File: src/rtl/stage_sequence_monitor.sv
// Passive checker for the multicycle stage sequencer: follows the one-hot IF/ID/EX/MEM/RW
// strobes, validates each transition against the decoded instruction and reports retirements.
module stage_sequence_monitor #(
    parameter int CNT_W        = 16,
    parameter bit CHECK_DECODE = 1'b1
) (
    input  logic             clock,
    input  logic             reset,
    input  logic             IF,
    input  logic             ID,
    input  logic             EX,
    input  logic             MEM,
    input  logic             RW,
    input  logic [1:0]       insType,
    input  logic [4:0]       func,
    output logic             synced,
    output logic             retire,
    output logic [2:0]       last_cycles,
    output logic [2:0]       last_path,
    output logic [CNT_W-1:0] retired_count,
    output logic [CNT_W-1:0] cycle_count,
    output logic             err,
    output logic [2:0]       err_code
);

    localparam logic [2:0] ST_IF  = 3'd0;
    localparam logic [2:0] ST_ID  = 3'd1;
    localparam logic [2:0] ST_EX  = 3'd2;
    localparam logic [2:0] ST_MEM = 3'd3;
    localparam logic [2:0] ST_RW  = 3'd4;

    localparam logic [0:0] MON_UNSYNC = 1'b0;
    localparam logic [0:0] MON_SYNC   = 1'b1;

    localparam logic [2:0] ERR_NONE   = 3'd0;
    localparam logic [2:0] ERR_ONEHOT = 3'd1;
    localparam logic [2:0] ERR_GRAPH  = 3'd2;
    localparam logic [2:0] ERR_DECODE = 3'd3;

    localparam logic [2:0] PATH_J    = 3'd0;
    localparam logic [2:0] PATH_EXT  = 3'd1;
    localparam logic [2:0] PATH_MEMT = 3'd2;
    localparam logic [2:0] PATH_ALU  = 3'd3;
    localparam logic [2:0] PATH_LD   = 3'd4;

    logic [0:0] mon_state;
    logic [2:0] prev_stage;
    logic [1:0] prev_type;
    logic [4:0] prev_func;
    logic [2:0] stage_cnt;

    logic [4:0] strobes;
    logic       one_hot;
    logic [2:0] cur_stage;
    logic [2:0] exp_stage;
    logic       in_graph;
    logic [2:0] fault_code;
    logic [2:0] path_class;

    assign strobes = {RW, MEM, EX, ID, IF};
    assign one_hot = (strobes != 5'd0) && ((strobes & (strobes - 5'd1)) == 5'd0);
    assign synced  = (mon_state == MON_SYNC);

    // NOTE: every always_comb output gets a default first so no path can infer a latch.
    always_comb begin
        cur_stage = ST_IF;
        case (strobes)
            5'b00001: cur_stage = ST_IF;
            5'b00010: cur_stage = ST_ID;
            5'b00100: cur_stage = ST_EX;
            5'b01000: cur_stage = ST_MEM;
            5'b10000: cur_stage = ST_RW;
            default:  cur_stage = ST_IF;
        endcase
    end

    // Successor the sequencer should take, from the type/func it decoded on the previous edge.
    always_comb begin
        exp_stage = ST_IF;
        case (prev_stage)
            ST_IF: exp_stage = ST_ID;
            ST_ID: begin
                if (prev_type == 2'b10 && prev_func == 5'd0) exp_stage = ST_IF;
                else                                         exp_stage = ST_EX;
            end
            ST_EX: begin
                if (prev_type == 2'b10
                    || (prev_type == 2'b01 && prev_func == 5'b00100)
                    || (prev_type == 2'b00 && prev_func == 5'b00011))
                    exp_stage = ST_IF;
                else if (prev_type == 2'b01 && (prev_func == 5'b00010 || prev_func == 5'b00011))
                    exp_stage = ST_MEM;
                else
                    exp_stage = ST_RW;
            end
            ST_MEM: begin
                if (prev_type == 2'b01 && prev_func == 5'b00010) exp_stage = ST_RW;
                else                                             exp_stage = ST_IF;
            end
            default: exp_stage = ST_IF;
        endcase
    end

    always_comb begin
        in_graph = 1'b0;
        case (prev_stage)
            ST_IF:   in_graph = (cur_stage == ST_ID);
            ST_ID:   in_graph = (cur_stage == ST_IF) || (cur_stage == ST_EX);
            ST_EX:   in_graph = (cur_stage == ST_IF) || (cur_stage == ST_MEM) || (cur_stage == ST_RW);
            ST_MEM:  in_graph = (cur_stage == ST_IF) || (cur_stage == ST_RW);
            ST_RW:   in_graph = (cur_stage == ST_IF);
            default: in_graph = 1'b0;
        endcase
    end

    always_comb begin
        fault_code = ERR_NONE;
        if (!one_hot)
            fault_code = ERR_ONEHOT;
        else if (!in_graph)
            fault_code = ERR_GRAPH;
        else if (CHECK_DECODE && (cur_stage != exp_stage))
            fault_code = ERR_DECODE;
    end

    // The last stage before IF plus the stage count identify the path uniquely.
    always_comb begin
        path_class = PATH_J;
        case (prev_stage)
            ST_ID:   path_class = PATH_J;
            ST_EX:   path_class = PATH_EXT;
            ST_MEM:  path_class = PATH_MEMT;
            ST_RW:   path_class = (stage_cnt == 3'd5) ? PATH_LD : PATH_ALU;
            default: path_class = PATH_J;
        endcase
    end

    // NOTE: sequential state uses non-blocking assignments so every register samples pre-edge values.
    always_ff @(posedge clock or posedge reset) begin
        if (reset) begin
            mon_state     <= MON_UNSYNC;
            prev_stage    <= ST_IF;
            prev_type     <= 2'd0;
            prev_func     <= 5'd0;
            stage_cnt     <= 3'd0;
            retire        <= 1'b0;
            last_cycles   <= 3'd0;
            last_path     <= 3'd0;
            retired_count <= '0;
            cycle_count   <= '0;
            err           <= 1'b0;
            err_code      <= ERR_NONE;
        end else begin
            retire <= 1'b0;
            if (one_hot) begin
                prev_stage <= cur_stage;
                prev_type  <= insType;
                prev_func  <= func;
            end

            if (mon_state == MON_UNSYNC) begin
                if (one_hot && cur_stage == ST_IF) begin
                    mon_state   <= MON_SYNC;
                    stage_cnt   <= 3'd1;
                    cycle_count <= cycle_count + CNT_W'(1);
                end
            end else begin
                cycle_count <= cycle_count + CNT_W'(1);
                if (fault_code != ERR_NONE) begin
                    // The in-flight instruction is dropped; a fresh IF is needed to resync.
                    mon_state <= MON_UNSYNC;
                    stage_cnt <= 3'd0;
                    err       <= 1'b1;
                    if (err_code == ERR_NONE)
                        err_code <= fault_code;
                end else if (cur_stage == ST_IF) begin
                    retire        <= 1'b1;
                    last_cycles   <= stage_cnt;
                    last_path     <= path_class;
                    retired_count <= retired_count + CNT_W'(1);
                    stage_cnt     <= 3'd1;
                end else begin
                    stage_cnt <= stage_cnt + 3'd1;
                end
            end
        end
    end

endmodule

File: config.mk
export PLATFORM = sky130hd
export DESIGN_NAME = stage_sequence_monitor
export DESIGN_NICKNAME = d
export VERILOG_FILES = /design/src/rtl/stage_sequence_monitor.sv
export SDC_FILE = /design/constraint.sdc
export NUM_CORES = 1
export LEC_CHECK = 0
export BUFFER_PORTS_ARGS = -buffer_cell sky130_fd_sc_hd__buf_2
export CELL_PAD_IN_SITES_DETAIL_PLACEMENT = 0
export CELL_PAD_IN_SITES_GLOBAL_PLACEMENT = 1
export CORE_ASPECT_RATIO = 1.2
export CORE_MARGIN = 10
export CORE_UTILIZATION = 25
export CTS_BUF_LIST = sky130_fd_sc_hd__clkbuf_8
export DETAILED_ROUTE_END_ITERATION = 8
export GPL_TIMING_DRIVEN = 0
export PLACE_DENSITY = 0.53
export RECOVER_POWER = 50
export SYNTH_ARGS = -nofsm -noshare
export SYNTH_HDL_FRONTEND = slang
export SYNTH_SLANG_ARGS = --single-unit
File: constraint.sdc
create_clock -name clock -period 6.15 [get_ports clock]
set_input_delay 0.615 -clock clock [delete_from_list [all_inputs] [get_ports clock]]
set_output_delay 0.615 -clock clock [all_outputs]
set_load 0.005 [all_outputs]
* After elaboration in Yosys (flattened, before gate mapping)
Index checks and enable logic that the tools add are counted.
Cells by class: magnitude comparators 0, shift-type cells 0, bitwise gates (word level) 2, muxes and demuxes 24, eq/ne operators 19, multipliers 0, div/mod/pow operators 0, reductions and logical operators 26, add/subtract/negate cells 4
Operators with widths (number):
- 16-bit by 1-bit adder with 16-bit output (second input constant) | 2
- 16-bit 2-to-1 mux | 2
- 3-bit 2-to-1 mux | 8
- 3-bit case mux with 4 select lines | 2
- 5-bit by 2-bit == test with 1-bit output (second input constant) | 3
- 3-bit by 2-bit == test with 1-bit output (second input constant) | 4
- 5-bit by 3-bit == test with 1-bit output (second input constant) | 2
- 5-bit zero test | 2
- 3-bit == test (second input constant) | 3
- 3-bit zero test | 3
- 3-bit case mux with 3 select lines | 1
- 2-bit 2-to-1 mux | 4
- 1-bit logical AND | 7
- 1-bit logical OR | 7
- 3-bit by 1-bit == test with 1-bit output (second input constant) | 2
- 1-bit 2-to-1 mux | 6
- 3-bit AND reduction | 2
- 5-bit bitwise AND | 1
- 5-bit by 4-bit == test with 1-bit output (second input constant) | 1
- 5-bit == test (second input constant) | 1
- 1-bit case mux with 5 select lines | 1
- 5-bit nonzero test | 1
- 5-bit by 1-bit subtractor with 5-bit output (second input constant) | 1
- 3-bit by 1-bit adder with 3-bit output (second input constant) | 1
- 8 further kinds | 8
Storage, ports and cells: RAM bits 0, output and inout port bits 44, word-level logic and storage cells 87, memories kept 0, bits in read-only memories 0, input bits 14, latch bits 0, register bits after elaboration 57

* Longest topological paths before layout
Gate-level depths: netlist of run 1.
depth in word-level cells 13, depth in mapped cells 9, gate-level depth less buffers 7

* Least setup slack after synthesis of run 1
No wires, ideal clock.
path type input-to-reg, start input port IF, end register retired_count[10], library setup time 0.125 ns, data required time 6.025 ns, arrival time 2.503 ns, path buffers 1, stages 8, slack 3.523 ns, cells stage by stage buf_2 -> nor3_2 -> a21oi_1 -> or4b_4 -> o211ai_2 -> mux2i_1 -> or4_1 -> xnor2_1
Between the ends: cells in the longest elaborated chain, start to end 11, elaborated cells between the ends (all ways) 27, classes of those cells add/sub: 1; eq/ne: 9; mux: 5; bitwise: 2; reduce/logical: 10
Ends and longest elaborated chain:
- start, declared | RTL line 9 | input logic IF,
- 5-bit == test (tied with other cells) | RTL line 67 | case (strobes)
- 3-bit case mux with 4 select lines | RTL line 67
- 3-bit by 2-bit == test with 1-bit output / 3-bit zero test (equally long branches) | RTL line 109, 108, 110
- 1-bit logical OR (2 in series) | RTL line 109 | ST_EX: in_graph = (cur_stage == ST_IF) || (cur_stage == ST_MEM) || (cur_stage == ST_RW);
- 1-bit case mux with 5 select lines | RTL line 106 | case (prev_stage)
- 2-bit 2-to-1 mux | RTL line 120 | else if (!in_graph)
- 2-bit 2-to-1 mux | RTL line 118 | if (!one_hot)
- 3-bit nonzero test | RTL line 169 | if (fault_code != ERR_NONE) begin
- 1-bit inverter (no line)
- 3-bit AND reduction (no line) (*)
- end signal, assigned | RTL line 180 | retired_count <= retired_count + CNT_W'(1);
- end, declared | RTL line 20 | output logic [CNT_W-1:0] retired_count,
Mark *: on every way between the ends. The rest lies on a longest branch, timed or not. A chain may end at the register's enable or synchronous reset.

==> results of run 1 <==
[final timing paths]
path	endpoint	slack (ns)	start	depth (start not counted)
setup / recovery	retired_count[10]	3.24	reset	3
hold / removal	cycle_count[5]	0.37	reset	2
hold reg to reg	retired_count[15]	0.47	retired_count[15]	1
max in group clock	last_path[1]	3.35	EX	10
min in group clock	retired_count[15]	0.47	retired_count[15]	1
setup reg to reg	last_path[1]	3.47	prev_func[4]	7
[stage by stage]
stage	utilization [%]	power [mW]	area, um2
after floorplan	-	0.5917	2994
final	30.64	0.9108	3561
after global routing	30.64	0.9768	3561
after global placement	29.82	0.6659	3466
after detailed placement	30.06	0.6693	3493
after CTS	31.02	0.9373	3605
[sequential cells by signal (all words and copies together) (netlist names), 3 cells and up]
signal	count
prev_func	5
stage_cnt	3
retired_count	16
cycle_count	16
last_path	3
prev_stage	3
last_cycles	3
[cells in the final DEF (no fill, tap or decap), types with 2 or more instances in the layout]
| cell type | netlist | routed |
|---|---|---|
| ha_1 | 4 | 4 |
| nor4_1 | 5 | 5 |
| nor3b_1 | 2 | 2 |
| nand3b_1 | 2 | 2 |
| o21a_1 | 3 | 3 |
| nor2_1 | 21 | 21 |
| clkbuf_1 | 6 | 23 |
| mux2_1 | 7 | 7 |
| clkbuf_8 | 0 | 5 |
| nand4_1 | 11 | 11 |
| a21oi_1 | 8 | 8 |
| or4_1 | 3 | 3 |
| and4_1 | 3 | 3 |
| a22o_1 | 2 | 2 |
| nand3_1 | 15 | 15 |
| dfrtp_1 | 56 | 56 |
| buf_4 | 2 | 2 |
| inv_1 | 6 | 7 |
| xnor2_1 | 20 | 20 |
| a32o_1 | 2 | 2 |
| buf_2 | 3 | 42 |
| nand2_1 | 28 | 28 |
| nor2b_1 | 2 | 2 |
| o21ai_0 | 5 | 6 |
| nor3_1 | 10 | 10 |
| mux2_2 | 8 | 8 |
| o211ai_1 | 3 | 3 |
| nand4b_1 | 3 | 3 |
| and3_1 | 5 | 5 |
| xor2_1 | 13 | 13 |
[logic make-up (layout without fill, tap and decap cells)]
group	Yosys count	in the layout	share of synthesized area, %
and+or+nand+nor	125	125	23.69
xor gates and xnor gates	33	33	9.653
adders and majority gates	4	4	1.672
buffers and inverters	20	84	3.133
other	1	1	0.1252
muxes	16	16	5.976
DFF	56	56	46.80
AOI/OAI and AO/OA	36	36	8.944
[layout make-up]
class                   instances  area share [%]
well taps                     157           5.516
plain buffers                  13           1.897
inverters                       7          0.7379
clock inverters                 3           1.195
repair buffers                 56           7.273
multi-input cells             215           42.09
clock buffers                   5           1.933
flip-flops and latches         56           39.35
[worst max-delay path, delay by kind of cell]
kind	cells	cell delay, ns
buffers and inverters	3	2.26
[routing by layer]
metal  share of wire, %  routed length [um]  track usage (%)
met5                  0                   0                0
met4                1.1                  86            3.244
met3                3.8                 290            2.145
met2                 49                3824            15.66
met1                 46                3528            11.75
[power breakdown]
group	internal, mW	switching [mW]
combinational	0.0853	0.128
clock	0.122	0.135
sequential	0.401	0.0391
total	0.608	0.302
==> summary.md, run 1 <==
| Metric | Value |
|---|---|
| Status | complete, but fails checks |
| Failing checks | capacitance limit, slew limit |
| HP Class | in2async |
| Nets@finish | 372 |
| Die W | 119.9 um |
| Sink Count | 56 |
| Post-synth top area share | 46.80% |
| Number of setup violations in the final report | 0 |
| Worst-path cell chain | buf_2 > inv_1 > clkbuf_1 |
| Drt initial violations | 98 |
| Synthesized area | 2994 um2 |
| Vias per cell | 4.615 |
| CTS root buf | clkbuf_8 |
| Total grt overflow | 0 |
| DR vias | 2363 |
| Critical path launch point type | primary input |
| Crit path capture type | asynchronous set/reset pin |
| Crit share post-route | 47.26% |
| Yosys cell types | 61 |
| Clk slew on worst S/H paths | 0.11 ns |
| Cell Pwr Density | 255.8 nW/um2 |
| CTS tree | done |
| Synth Area per Inst | 10.29 um2 |
| WS Path Type | in2async |
| Worst-skew pair later-pin latency | 0.32 ns |
| Rows | 43 |
| Post-detail-place hpwl | 5893 um |
| Rel. slew slack | -51.39% |
| Reg area | 1401 um2 |
| H-tree depth | 2 |
| Io pins | 58 |
| Ys flop type | dfrtp_1 |
| Synth Register Bits | 56 |
| Setup Buffers After CTS | 0 |
| Area of the multi-input gates | 1499 um2 |
| Critical path required time | 6.14 ns |
| Max stage delay on crit path | 1.68 ns |
| Final GP Congestion | 0.7328 |
| Syn Inst Count | 291 |
| Yosys warns | 0 |
| Longest Clk Path Bufs | 2 |
| Fin crit period | 2.907 ns |
| Clock skew | 0.006498 ns |
| Post-Route WL | 7729 um |
| Port Buffers | 55 |
| Max FO, Critical Path | 40 |
| RSZ-0062 raised after global routing | no |
| Fin cells | 512 |
| Core area | 11620 um2 |
| Seq/Total Area, Yosys | 46.80% |
| Hold buffer count at cts | 0 |
| Top cells by area, synth | dfrtp_1 47%, xnor2_1 5.9%, xor2_1 3.8%, nand2_1 3.5%, mux2_2 3.0% |
| DRC violations left | 0 |
| ANT cells | 0 |
| Die height | 139.9 um |
| Setup TNS | 0 ns |
| First-pass GRT wire length | 12990 um |
| Fmax achieved | 344.0 MHz |
| Final setup margin | 3.243 ns |
| Synth area leader | dfrtp_1 |
| Worst slew pin tran | 2.271 ns |
| Final hold viol count | 0 |
| Die area | 16770 um2 |
| Starting Density | 25.76% |
| Commonest cells in the netlist | 56 x dfrtp_1, 28 x nand2_1, 21 x nor2_1 |
| Area Overhead vs Synth | 18.93% |
| Drt pass-1 iters | 4 |
| Post-synth ARST share | 100.0% |
| Post-synth EDFFs | 0 |
| Final Max Slew Viols | 41 |
| Leak | 1.624 nW |
| Slowest CP cell | clkbuf_1 |
| Setup WS pre-CTS | 3.097 ns |
| Layout cell share with drive strength beyond 1 | 20.56% |
| Peak VDD IR | 93.25 uV |
| WL per Instance | 15.10 um |
| Antenna Violating Nets Remaining | 0 |
| WHS | 0.3717 ns |
| Initial antenna violation count | 0 |
| CTS buffer count | 5 |
| Largest net degree at the start of global routing | 41 |
| Most frequent cell after synthesis | dfrtp_1 |
| Max-Cap Viols | 1 |
| Critical path arrival | 2.89 ns |
| Cells after DPL | 504 |
| Resized Gates After CTS | 0 |
| Synth Net Count | 309 |
| Tot GR Track Use | 9.464% |
| # fillers | 1279 |
| Number of global-route vias before repair | 2445 |
No activity file was read; power rests on OpenSTA's default activity.
==> run 2: changes to the inputs <==
==> constraint.sdc (replaced) <==
create_clock -name clock -period 3 [get_ports clock]
set_input_delay 0.3 -clock clock [delete_from_list [all_inputs] [get_ports clock]]
set_output_delay 0.3 -clock clock [all_outputs]
set_load 0.005 [all_outputs]
==> run 2 against run 1 <==
Against the previous run:
- the flow now finishes without violations
- sequential power rose by 110%
- count of clock-buffer cells in the layout unchanged
- routed wire length about the same
- non-clock buffer count is 1 higher
- largest power group unchanged
==> summary.md, run 2 (synthesis results as in run 1) <==
| Metric | Value |
|---|---|
| Port Buffers | 55 |
| DRC violations left | 0 |
| Worst R2R Start | prev_func[4] |
| Core area | 11620 um2 |
| Resized Gates After CTS | 0 |
| CTS tree | done |
| Clock skew | 0.006365 ns |
| Commonest non-fill, non-tap cell in the layout | dfrtp_1 |
| DR vias | 2357 |
| Area Overhead vs Synth | 19.31% |
| Critical path launch point type | flop |
| Critical path arrival | 2.89 ns |
| Largest regs | cycle_count x16, retired_count x16, prev_func x5 |
| ANT cells | 0 |
| Tot GR Track Use | 9.481% |
| HP Class | in2reg |
| Largest net degree at the start of global routing | 41 |
| Rel. slew slack | 30.15% |
| H-tree depth | 2 |
| Io pins | 58 |
| Number of global-route vias before repair | 2451 |
| WL per Instance | 15.07 um |
| Final hold viol count | 0 |
| Peak VDD IR | 191.2 uV |
| Die area | 16770 um2 |
| Placed Area | 3493 um2 |
| CTS buffer count | 5 |
| Crit share post-route | 89.43% |
| Commonest cells after routing, fill and taps aside | 56 x dfrtp_1, 42 x buf_2, 28 x nand2_1 |
| Max-Cap Viols | 0 |
| Final GP Congestion | 0.7328 |
| Leak | 1.631 nW |
| Post-detail-place hpwl | 5893 um |
| Fin cells | 513 |
| Die W | 119.9 um |
| Slowest CP cell | mux2i_1 |
| Antenna Violating Nets Remaining | 0 |
| Reg2reg setup slack | 0.32 ns |
| Longest Clk Path Bufs | 2 |
| Post-Route WL | 7730 um |
| Initial antenna violation count | 0 |
| Cell Pwr Density | 522.9 nW/um2 |
| Switch share | 33.19% |
| Critical path required time | 3.21 ns |
| Max stage delay on crit path | 0.47 ns |
| Nets@finish | 373 |
| Starting Density | 25.76% |
| Status | finished, final reports clean |
| Drt initial violations | 97 |
| Setup Buffers After CTS | 0 |
| Max FO, Critical Path | 10 |
| Worst-path cell chain | nor4b_2 > nand2_1 > o32ai_2 > mux2i_1 > buf_6 > nor2_8 > mux2_1 |
| Worst slew pin tran | 1.048 ns |
| Cells after DPL | 504 |
| Sink Count | 56 |
| Drt pass-1 iters | 4 |
| Die height | 139.9 um |
| Clk pwr share | 28.2% |
| # fillers | 1277 |
| Logic gate share of total power | 23.5% |
| Layout cell share with drive strength beyond 1 | 20.79% |
| Post-route total power | 1.868 mW |
| WS Path Type | reg2reg |
| Total grt overflow | 0 |
| Vias per cell | 4.595 |
| RR Endpoint | last_path[1] |
| CP startpoint | prev_func[4] |
| First-pass GRT wire length | 13020 um |
| Internal power | 1.248 mW |
| Setup TNS | 0 ns |
| CTS root buf | clkbuf_8 |
| Final instance area | 3572 um2 |
| Rows | 43 |
| Fmax achieved | 372.7 MHz |
| Setup crit end | last_path[1] |
| Clk slew on worst S/H paths | 0.11 ns |
| Final Max Slew Viols | 0 |
| Sequential Power Share | 48.3% |
| R2R depth | 7 |
| Hold buffer count at cts | 1 |
| Crit path capture type | flop |
| RSZ-0062 raised after global routing | no |
| Worst-skew pair later-pin latency | 0.32 ns |
| Fin crit period | 2.683 ns |
| Psw | 620.1 uW |
| Number of setup violations in the final report | 0 |
-- run 2: how the worst min path moves through the flow --
| stage | from | end | slack [ns] | cells past startpoint |
|---|---|---|---|---|
| after global placement | retired_count[15] | retired_count[15] | 0.45 | 1 |
| after detailed placement | reset | cycle_count[5] | 0.32 | 2 |
| after CTS | insType[1] | prev_type[1] | 0.18 | 2 |
| after global routing | func[4] | prev_func[4] | 0.18 | 2 |
| after floorplan | func[0] | prev_func[0] | 0.45 | 1 |
| final | insType[1] | prev_type[1] | 0.20 | 2 |
-- run 2: per-layer routing --
layer / part of all wire (%) / global-route usage [%]
met5: 0 / 0
met4: 1.4 / 3.244
met3: 3.3 / 2.104
met2: 49 / 15.72
met1: 46 / 11.77
-- run 2: layout make-up --
cell class                      instances  area [um2]  share of cell area (%)
Multi-Input combinational cell        215        1499                   41.96
Sequential cell                        56        1401                   39.23
Timing Repair Buffer                   57       270.3                   7.566
Tap cell                              157       196.4                   5.499
Clock buffer                            5       68.82                   1.926
Buffer                                 13       67.56                   1.891
Clock inverter                          3       42.54                   1.191
Inverter                                7       26.28                  0.7356
-- run 2: stage by stage --
stage               setup WS [ns]  utilization [%]  hold slack [ns]
finish                     0.3171            30.74           0.1978
global route               0.1542            30.74           0.1834
CTS                        0.2589            31.10           0.1754
detailed placement         0.2617            30.06           0.3220
global placement           0.2655            29.82           0.4526
floorplan                  0.6264                -           0.4506
-- run 2: worst max-delay path, delay by kind of cell, from the launching register on --
| kind | cells | cell delay [ns] |
|---|---|---|
| mux | 2 | 0.79 |
| simple gates | 3 | 0.67 |
| compound gates | 1 | 0.45 |
| flops | 1 | 0.43 |
| buf+inv | 1 | 0.24 |
-- run 2: power by group through the flow --
stage / sequential [mW] / combinational [mW] / clock (mW)
global placement: 0.918 / 0.447 / 0
global route: 0.916 / 0.497 / 0.591
detailed placement: 0.919 / 0.453 / 0
finish: 0.903 / 0.439 / 0.526
CTS: 0.904 / 0.456 / 0.563
floorplan: 0.901 / 0.312 / 0
